<file path="src/rtl/if_fetch_ctrl_pkg.sv">
// RV32I_definitions: shared types and constants for the RV32I pipeline.
//   fetch_state_t    : IF-stage fetch sequencer states
//   NOP_INSTR        : canonical NOP (addi x0, x0, 0)
//   RESET_PC_DEFAULT : default program counter after reset
package RV32I_definitions;

    typedef enum logic [1:0] {
        BOOT,
        FETCH,
        HOLD,
        DRAIN
    } fetch_state_t;

    localparam logic [31:0] NOP_INSTR        = 32'h0000_0013;
    localparam logic [31:0] RESET_PC_DEFAULT = 32'h0000_0000;

endpackage

</file>
<file path="src/rtl/if_fetch_ctrl_redirect_arb.sv">
// if_redirect_arb: combinational priority select between the EX branch and
// the ID jump redirect.
//   ID_Jump, ID_PC_dest                : jump resolved in ID
//   EX_PC_Branch, EX_PC_Branch_dest    : taken branch resolved in EX
//   Redirect                           : either redirect is active
//   Target                             : selected target, word aligned
//   Misaligned                         : selected target had [1:0] != 0
module if_redirect_arb
    import RV32I_definitions::*;
(
    input  logic        ID_Jump,
    input  logic [31:0] ID_PC_dest,
    input  logic        EX_PC_Branch,
    input  logic [31:0] EX_PC_Branch_dest,
    output logic        Redirect,
    output logic [31:0] Target,
    output logic        Misaligned
);

    logic [31:0] sel_dest;

    // EX holds the older instruction, so its branch wins over an ID jump.
    always_comb begin
        sel_dest   = ID_PC_dest;
        if (EX_PC_Branch) begin
            sel_dest = EX_PC_Branch_dest;
        end
        Redirect   = EX_PC_Branch | ID_Jump;
        Target     = {sel_dest[31:2], 2'b00};
        Misaligned = Redirect && (sel_dest[1:0] != 2'b00);
    end

endmodule

</file>
<file path="src/rtl/if_fetch_ctrl.sv">
// if_fetch_ctrl: IF-stage fetch sequencer. Owns the PC, drives the IMEM
// request/ack handshake, arbitrates redirects against hazard stalls and
// presents a valid-qualified instruction to IF/ID.
//   Clk, Reset (async, active high)
//   PC_Stall                          : hazard hold
//   ID_Jump/ID_PC_dest, EX_PC_Branch/EX_PC_Branch_dest : redirects
//   IMEM_Req, IMEM_Addr, IMEM_Ack, IMEM_RData         : IMEM port
//   IF_Valid, IF_Instr, IF_PC, IF_Flush, IF_Misaligned : IF/ID side
// Optional: define IF_FETCH_PERF_EN to add Perf_Fetched / Perf_Flushed.
module if_fetch_ctrl
    import RV32I_definitions::*;
#(
    parameter int          IMEM_ADDR_WIDTH = 10,
    parameter logic [31:0] RESET_PC        = RESET_PC_DEFAULT
) (
    input  logic                       Clk,
    input  logic                       Reset,
    input  logic                       PC_Stall,
    input  logic                       ID_Jump,
    input  logic [31:0]                ID_PC_dest,
    input  logic                       EX_PC_Branch,
    input  logic [31:0]                EX_PC_Branch_dest,
    output logic                       IMEM_Req,
    output logic [IMEM_ADDR_WIDTH-1:0] IMEM_Addr,
    input  logic                       IMEM_Ack,
    input  logic [31:0]                IMEM_RData,
    output logic                       IF_Valid,
    output logic [31:0]                IF_Instr,
    output logic [31:0]                IF_PC,
    output logic                       IF_Flush,
    output logic                       IF_Misaligned
`ifdef IF_FETCH_PERF_EN
    ,
    output logic [31:0]                Perf_Fetched,
    output logic [31:0]                Perf_Flushed
`endif
);

    fetch_state_t state;
    logic [31:0]  pc;
    logic [31:0]  pending_pc;
    logic [31:0]  hold_instr;
    logic [31:0]  hold_pc;

    logic         redirect;
    logic [31:0]  redirect_tgt;
    logic         redirect_misal;

    if_redirect_arb u_arb (
        .ID_Jump           (ID_Jump),
        .ID_PC_dest        (ID_PC_dest),
        .EX_PC_Branch      (EX_PC_Branch),
        .EX_PC_Branch_dest (EX_PC_Branch_dest),
        .Redirect          (redirect),
        .Target            (redirect_tgt),
        .Misaligned        (redirect_misal)
    );

    // Request is a pure decode of the state register; address stays on PC,
    // which only moves on an ack, so it is stable across wait states.
    assign IMEM_Req  = (state == FETCH) || (state == DRAIN);
    assign IMEM_Addr = pc[IMEM_ADDR_WIDTH+1:2];
    assign IF_Flush  = redirect && !Reset;

    always_ff @(posedge Clk or posedge Reset) begin
        if (Reset) begin
            state         <= BOOT;
            pc            <= RESET_PC;
            pending_pc    <= '0;
            hold_instr    <= NOP_INSTR;
            hold_pc       <= '0;
            IF_Valid      <= 1'b0;
            IF_Instr      <= NOP_INSTR;
            IF_PC         <= RESET_PC;
            IF_Misaligned <= 1'b0;
        end else begin
            if (redirect_misal) begin
                IF_Misaligned <= 1'b1;
            end
            case (state)
                BOOT: begin
                    IF_Valid <= 1'b0;
                    state    <= FETCH;
                    if (redirect) begin
                        pc <= redirect_tgt;
                    end
                end
                FETCH: begin
                    if (redirect) begin
                        IF_Valid <= 1'b0;
                        if (IMEM_Ack) begin
                            pc <= redirect_tgt;
                        end else begin
                            pending_pc <= redirect_tgt;
                            state      <= DRAIN;
                        end
                    end else if (IMEM_Ack) begin
                        pc <= pc + 32'd4;
                        if (PC_Stall) begin
                            hold_instr <= IMEM_RData;
                            hold_pc    <= pc;
                            state      <= HOLD;
                        end else begin
                            IF_Instr <= IMEM_RData;
                            IF_PC    <= pc;
                            IF_Valid <= 1'b1;
                        end
                    end else if (!PC_Stall) begin
                        IF_Valid <= 1'b0;
                    end
                end
                HOLD: begin
                    if (redirect) begin
                        pc       <= redirect_tgt;
                        IF_Valid <= 1'b0;
                        state    <= FETCH;
                    end else if (!PC_Stall) begin
                        IF_Instr <= hold_instr;
                        IF_PC    <= hold_pc;
                        IF_Valid <= 1'b1;
                        state    <= FETCH;
                    end
                end
                DRAIN: begin
                    IF_Valid <= 1'b0;
                    // A redirect coinciding with the drain ack needs no
                    // further wait; the newest target wins either way.
                    if (IMEM_Ack) begin
                        pc    <= redirect ? redirect_tgt : pending_pc;
                        state <= FETCH;
                    end else if (redirect) begin
                        pending_pc <= redirect_tgt;
                    end
                end
                default: begin
                    state <= BOOT;
                end
            endcase
        end
    end

`ifdef IF_FETCH_PERF_EN
    logic deliver;

    assign deliver = !redirect && !PC_Stall &&
                     (((state == FETCH) && IMEM_Ack) || (state == HOLD));

    always_ff @(posedge Clk or posedge Reset) begin
        if (Reset) begin
            Perf_Fetched <= '0;
            Perf_Flushed <= '0;
        end else begin
            if (deliver) begin
                Perf_Fetched <= Perf_Fetched + 32'd1;
            end
            if (IF_Flush) begin
                Perf_Flushed <= Perf_Flushed + 32'd1;
            end
        end
    end
`endif

endmodule
</file>
<file path="config.mk">
export PLATFORM = sky130hd
export DESIGN_NAME = if_fetch_ctrl
export DESIGN_NICKNAME = d
export VERILOG_FILES = /design/src/rtl/if_fetch_ctrl_pkg.sv /design/src/rtl/if_fetch_ctrl_redirect_arb.sv /design/src/rtl/if_fetch_ctrl.sv
export SDC_FILE = /design/constraint.sdc
export NUM_CORES = 1
export LEC_CHECK = 0
export CORE_MARGIN = 2
export CORE_UTILIZATION = 40
export CTS_CLUSTER_DIAMETER = 30
export DETAILED_ROUTE_END_ITERATION = 10
export MAX_ROUTING_LAYER = met4
export PLACE_DENSITY = 0.73
export SETUP_SLACK_MARGIN = 0.3
export SLEW_MARGIN = 20
export SYNTH_ARGS = -nofsm -noshare
export SYNTH_HDL_FRONTEND = slang
export SYNTH_HIERARCHICAL = 1
export SYNTH_SLANG_ARGS = --single-unit
export TNS_END_PERCENT = 5
</file>
<file path="constraint.sdc">
create_clock -name Clk -period 5.58 [get_ports Clk]
set_input_delay 0.558 -clock Clk [delete_from_list [all_inputs] [get_ports Clk]]
set_output_delay 0.558 -clock Clk [all_outputs]
set_load 0.1 [all_outputs]
</file>
* After elaboration in Yosys (flattened, before gate mapping)
Index checks and enable logic that the tools add are counted. Widths: inputs -> output; s select.
Storage, ports and cells: memories 0, latch bits 0, output and inout bits 78, word-level logic and storage cells 83, bits in writable memories 0, input bits 102, ROM bits 0, flip-flop bits (word level) 196
Cells by class: $lt $le $gt $ge 0, multiplexer cells 38, divide/modulo/power cells 0, $mul 0, add/sub/neg operators 1, reduce and logical (&&, ||, !) cells 15, shifts and indexed selects 0, bitwise gates (word level) 2, eq/ne operators 18
Operators by type and width (count):
- $mux 32 | 20
- $pmux 32 s2 | 3
- $pmux 32 s3 | 1
- $add 32x3->32 const B | 1
- $ne 2x2->1 const B | 9
- $mux 2 | 7
- $ne 3x3->1 const B | 4
- $pmux 2 s4 | 1
- $reduce_and 4->1 | 2
- $reduce_and 6->1 | 1
- $reduce_bool 2->1 | 3
- $mux 1 | 5
- $reduce_and 5->1 | 1
- $eq 2x2->1 const B | 2
- $ne 4x4->1 const B | 1
- $reduce_or 2->1 | 2
- $pmux 1 s3 | 1
- $reduce_and 3->1 | 1
- $eq 2x1->1 const B | 1
- $logic_and 1x1->1 | 2
- $logic_not 2->1 | 1
- $ne 2x1->1 const B | 1
- $logic_not 1->1 | 1
- $logic_or 1x1->1 | 1
- other kinds (2) | 2

* Depth between registers and ports, before layout
word-level depth 4, gate-level depth with buffers 10, mapped depth without buffers 6

* Modules after synthesis
Netlist, hierarchy kept.
Modules (own cells, without submodules):
- if_fetch_ctrl | cells each 838, seq. area each 4912.2 µm², times used 1, area each 9221.3 µm²
- if_redirect_arb | cells each 41, seq. area each 0.0 µm², times used 1, area each 545.5 µm²

* Worst setup path before layout
OpenSTA, ideal clock, no wires.
kind input -> output, start point in EX_PC_Branch, end point out IF_Flush, stages on the path 7, slack 2324 ps, data arrival time 2698 ps, data required time 5022 ps, cell sequence buf_6 -> buf_8 -> or2_2 -> buf_2 -> inv_2 -> clkbuf_1 -> nor2_1
On the way: cells in the longest elaborated chain, start to end 2
RTL lines:
- start, declared | line if_fetch_ctrl.sv:21 | input logic EX_PC_Branch,
- $or 1x1->1 | line if_fetch_ctrl_redirect_arb.sv:28 | Redirect = EX_PC_Branch | ID_Jump;
- net redirect | line if_fetch_ctrl.sv:45 | logic redirect;
- $logic_and 1x1->1 | line if_fetch_ctrl.sv:63 | assign IF_Flush = redirect && !Reset;
- end, declared | line if_fetch_ctrl.sv:30 | output logic IF_Flush,
The timed path passes the listed nets, and every way through them passes these cells.

* Worst setup path in the final report
Same ends and word-level chain as after synthesis.

==> impl_metrics.py <==
metrics = {
    "sta": {
        "achievable-frequency_ghz": 0.265,
        "final-setup-viol-count": 0,
        "final-max-slew-violation-count": 0,
        "worst_slew_slack_as_a_fraction_of_its_limit_pct": 30.2,
        "final.setup.tns_ns": 0,
        "grt_setup_unrepaired": "no",
        "worstMarginPinSlew_ns": 1.04,
        "fin_crit_sh_pct": 67.5,
        "final.min_clock_period_ns": 3.77,
        "clock-skew-final_ns": 0.0138,
        "layout_setup_ws_ns": 1.81,
        "hold-worst-slack_ns": 0.479,
        "finalHoldViolCount": 0,
    },
    "worst_setup_path": {
        "timing.critical_path.to_type": "output pin",
        "critical_path_class": "input port to output pin",
        "required_ns": 5.02,
        "r2r_setup_slack_ns": 2.58,
        "crit_reg_reg_endpoint": "hold_instr[31]",
        "slowest_delay_ns": 1.14,
        "regToRegStartpoint": "state[0]",
        "crit_fanout": 33,
        "worst_r2r_path_depth": 4,
        "cp.arrival_ns": 3.21,
        "critPathLaunchType": "input port",
        "cell_by_cell_trace_of_the_critical_path": "buf_2 > buf_4 > or2_2 > inv_2 > nor2_1 > clkdlybuf4s50_1",
        "worstPathBufferInverterCount": 4,
        "critPathSlowestCell": "clkdlybuf4s50_1",
        "critical-path-top-delay-family": "buffers and inverters",
    },
    "placed_design": {
        "post_place_worst_slack_ns": 1.69,
        "place.detailed.instances": 1316,
        "port_buffers": 179,
        "gpl.final_weighted_congestion": 0.848,
        "post-dp-hpwl_mm": 15.0,
    },
    "clock_tree": {
        "holdBufCountCts": 0,
        "h_tree_lvl_count": 4,
        "cts_tree": "built",
        "clk_pin_slew_worst_setup_hold_paths_ns": 0.07,
        "numCtsBuffers": 17,
        "post_cts.repair.setup_buffers": 0,
        "cts.sink_count": 196,
        "worstSkewPairLatency_ns": 0.43,
        "ctsResizeCount": 0,
        "cts-root-buf": "clkbuf_16",
        "cts_buffer_depth": 2,
    },
    "global_routing": {
        "maximum_number_of_pins_on_one_net_before_global_route_repair": 139,
        "wire_length_of_the_first_global_routing_pass_mm": 36.5,
        "grt_pass1_vias": 6955,
        "grt_overflow": 0,
        "grt_util_all_layers_pct": 18.2,
        "antenna_violations_before_repair": 0,
    },
    "yosys": {
        "combinational_family_with_the_most_area_after_synthesis": "multiplexers",
        "post_synth_and_or_nand_nor_area_fraction_pct": 10.2,
        "netlist_area_sq_um": 9770,
        "synth_compound_gate_area_share_pct": 12.1,
        "asyncSetResetFlopFracSynth_pct": 100,
        "netlist_top_cells_area": "dfrtp_1, mux2_2, mux2i_1",
        "netlist.top_cell.by_area": "dfrtp_1",
        "synth_area_per_cell_sq_um": 11.1,
        "postSynthCellCount": 879,
        "synth_seq_area_share_pct": 50.3,
        "synth_adder_area_share_pct": 0.128,
        "synth-edff-count": 0,
        "postSynthRegisterBits": 196,
        "synth.lib_cells_used.distinct": 64,
        "synth_largest_type_area_fraction_pct": 48.7,
        "synthXorXnorAreaFrac_pct": 0.538,
        "post-synth-top-count-cell": "dfrtp_1",
        "synth-main-ff-cell": "dfrtp_1",
        "netlist_top_cells_count": "dfrtp_1, nand2_1, o21ai_0, mux2_2, mux2i_1",
        "muxShareOfSynthArea_pct": 22.0,
        "yosysWarnings": 6,
    },
    "floorplanning": {
        "io_pins": 180,
        "die_area_sq_um": 25700,
        "fp.coreArea_sq_um": 24200,
        "initial_core_util_pct": 40.4,
        "die_width_microns": 160,
        "die_h_microns": 160,
        "rows": 57,
    },
    "route": {
        "drt_pre_antenna_iters": 5,
        "route.detailed.wl_per_inst_microns": 16.3,
        "post-route-drc-count": 0,
        "dr_vias": 7092,
        "routed_via_density": 5.26,
        "drt_iter0_markers": 560,
        "route.final.wire_length_mm": 21.9,
        "ant_nets": 0,
    },
    "power_and_ir_drop": {
        "vdd_ir_drop_max_mv": 0.228,
        "seq_power_share_pct": 38.1,
        "pwr-share-comb_pct": 38.2,
        "leakage_power_of_the_design_uw": 0.00554,
        "clockPowerShare_pct": 23.6,
        "power_switching_share_pct": 42.3,
        "p_sw_uw": 2250,
        "power.density_nw_per_um2": 435,
        "internal_power_uw": 3070,
    },
    "layout": {
        "finalNonFillerCells": 1348,
        "antenna_cells_inserted": 0,
        "fillerInstances": 2137,
        "area_growth_pct": 25.5,
        "fin_util_pct": 50.7,
        "post_route_cells_drive_above_1_share_pct": 16.1,
        "finish.net_count": 1114,
    },
    "worst_hold_path": {
        "holdCritPathClass": "flop to flop",
        "min_from": "IF_Instr[23]",
        "holdPathEnd": "IF_Instr[23]",
        "worst_hold_path.num_cells": 2,
    },
    "status": {
        "run_status": "finished clean",
    },
    "flow_run": {
        "cap_viol_max_count": 0,
    },
}
==> cell usage in the layout (no fill, tap or decap), drive strengths merged, types with 9 or more instances in the layout <==
cell,instances
clkbuf,18
dfrtp,190
o21ai,97
o22ai,11
inv,19
nor2,23
nand3,19
clkdlybuf4s50,178
a21oi,24
nand2,119
nand4,9
and3,9
buf,9
mux2i,65
mux2,124
==> logic make-up after synthesis <==
group	Yosys count
buffers and inverters	87
other	1
AND/OR/NAND/NOR	208
XOR/XNOR	6
flip-flops	196
adder cells (fa/ha/maj)	1
multiplexers	189
AO/OA/AOI/OAI	191
==> metal layers <==
| layer | wire [microns] | GRT usage (%) |
|---|---|---|
| met4 | 182 | 3.93 |
| met5 | 0 | - |
| met3 | 1010 | 3.64 |
| met1 | 10800 | 25.4 |
| met2 | 9920 | 27.4 |
==> power by group through the flow <==
stage | clock network, uW | logic (uW) | registers (uW)
floorplan | 0 | 665 | 2920
global placement | 0 | 2020 | 2040
detailed placement | 0 | 2050 | 2060
CTS | 1290 | 2050 | 2030
global route | 1350 | 2140 | 2090
finish | 1260 | 2040 | 2030
==> metrics by stage <==
step	cell area [sq um]	total power (uW)
after floorplan	9770	3580
after global routing	12300	5590
after detailed placement	11600	4110
final	12300	5330
after global placement	11600	4060
after CTS	12200	5370
==> registers in the layout, indices dropped and copies added, names as in the netlist <==
register	cells
IF_Misaligned	1
IF_PC	32
pending_pc	32
hold_pc	32
hold_instr	32
pc	32
state	2
IF_Instr	32
IF_Valid	1
==> layout make-up <==
cell class | instances | area (sq um) | area share (%)
multi-input combinational | 597 | 4430 | 36.1
clock buffer | 18 | 439 | 3.58
clock inverter | 14 | 163 | 1.33
timing repair buffer | 187 | 1860 | 15.2
inverter | 12 | 48.8 | 0.398
sequential | 196 | 4910 | 40.1
tap | 324 | 405 | 3.31
==> worst register-to-register path: cells and delay by family (launching register included) <==
family,cells,cell delay (ns)
multiplexers,1,0.46
flip-flops,1,0.68
AND/OR/NAND/NOR,3,1.73
==> worst max path at each step <==
stage	from	end	slack [ns]	depth (start not counted)
detailed placement	EX_PC_Branch	hold_pc[26]	1.69	7
finish	EX_PC_Branch	IF_Flush	1.81	6
global placement	EX_PC_Branch	hold_instr[21]	1.76	7
global route	EX_PC_Branch	IF_Flush	1.65	6
CTS	EX_PC_Branch	IF_Flush	1.82	6
floorplan	EX_PC_Branch	IF_Flush	2.32	7
Power figures use the tool's default switching activity.
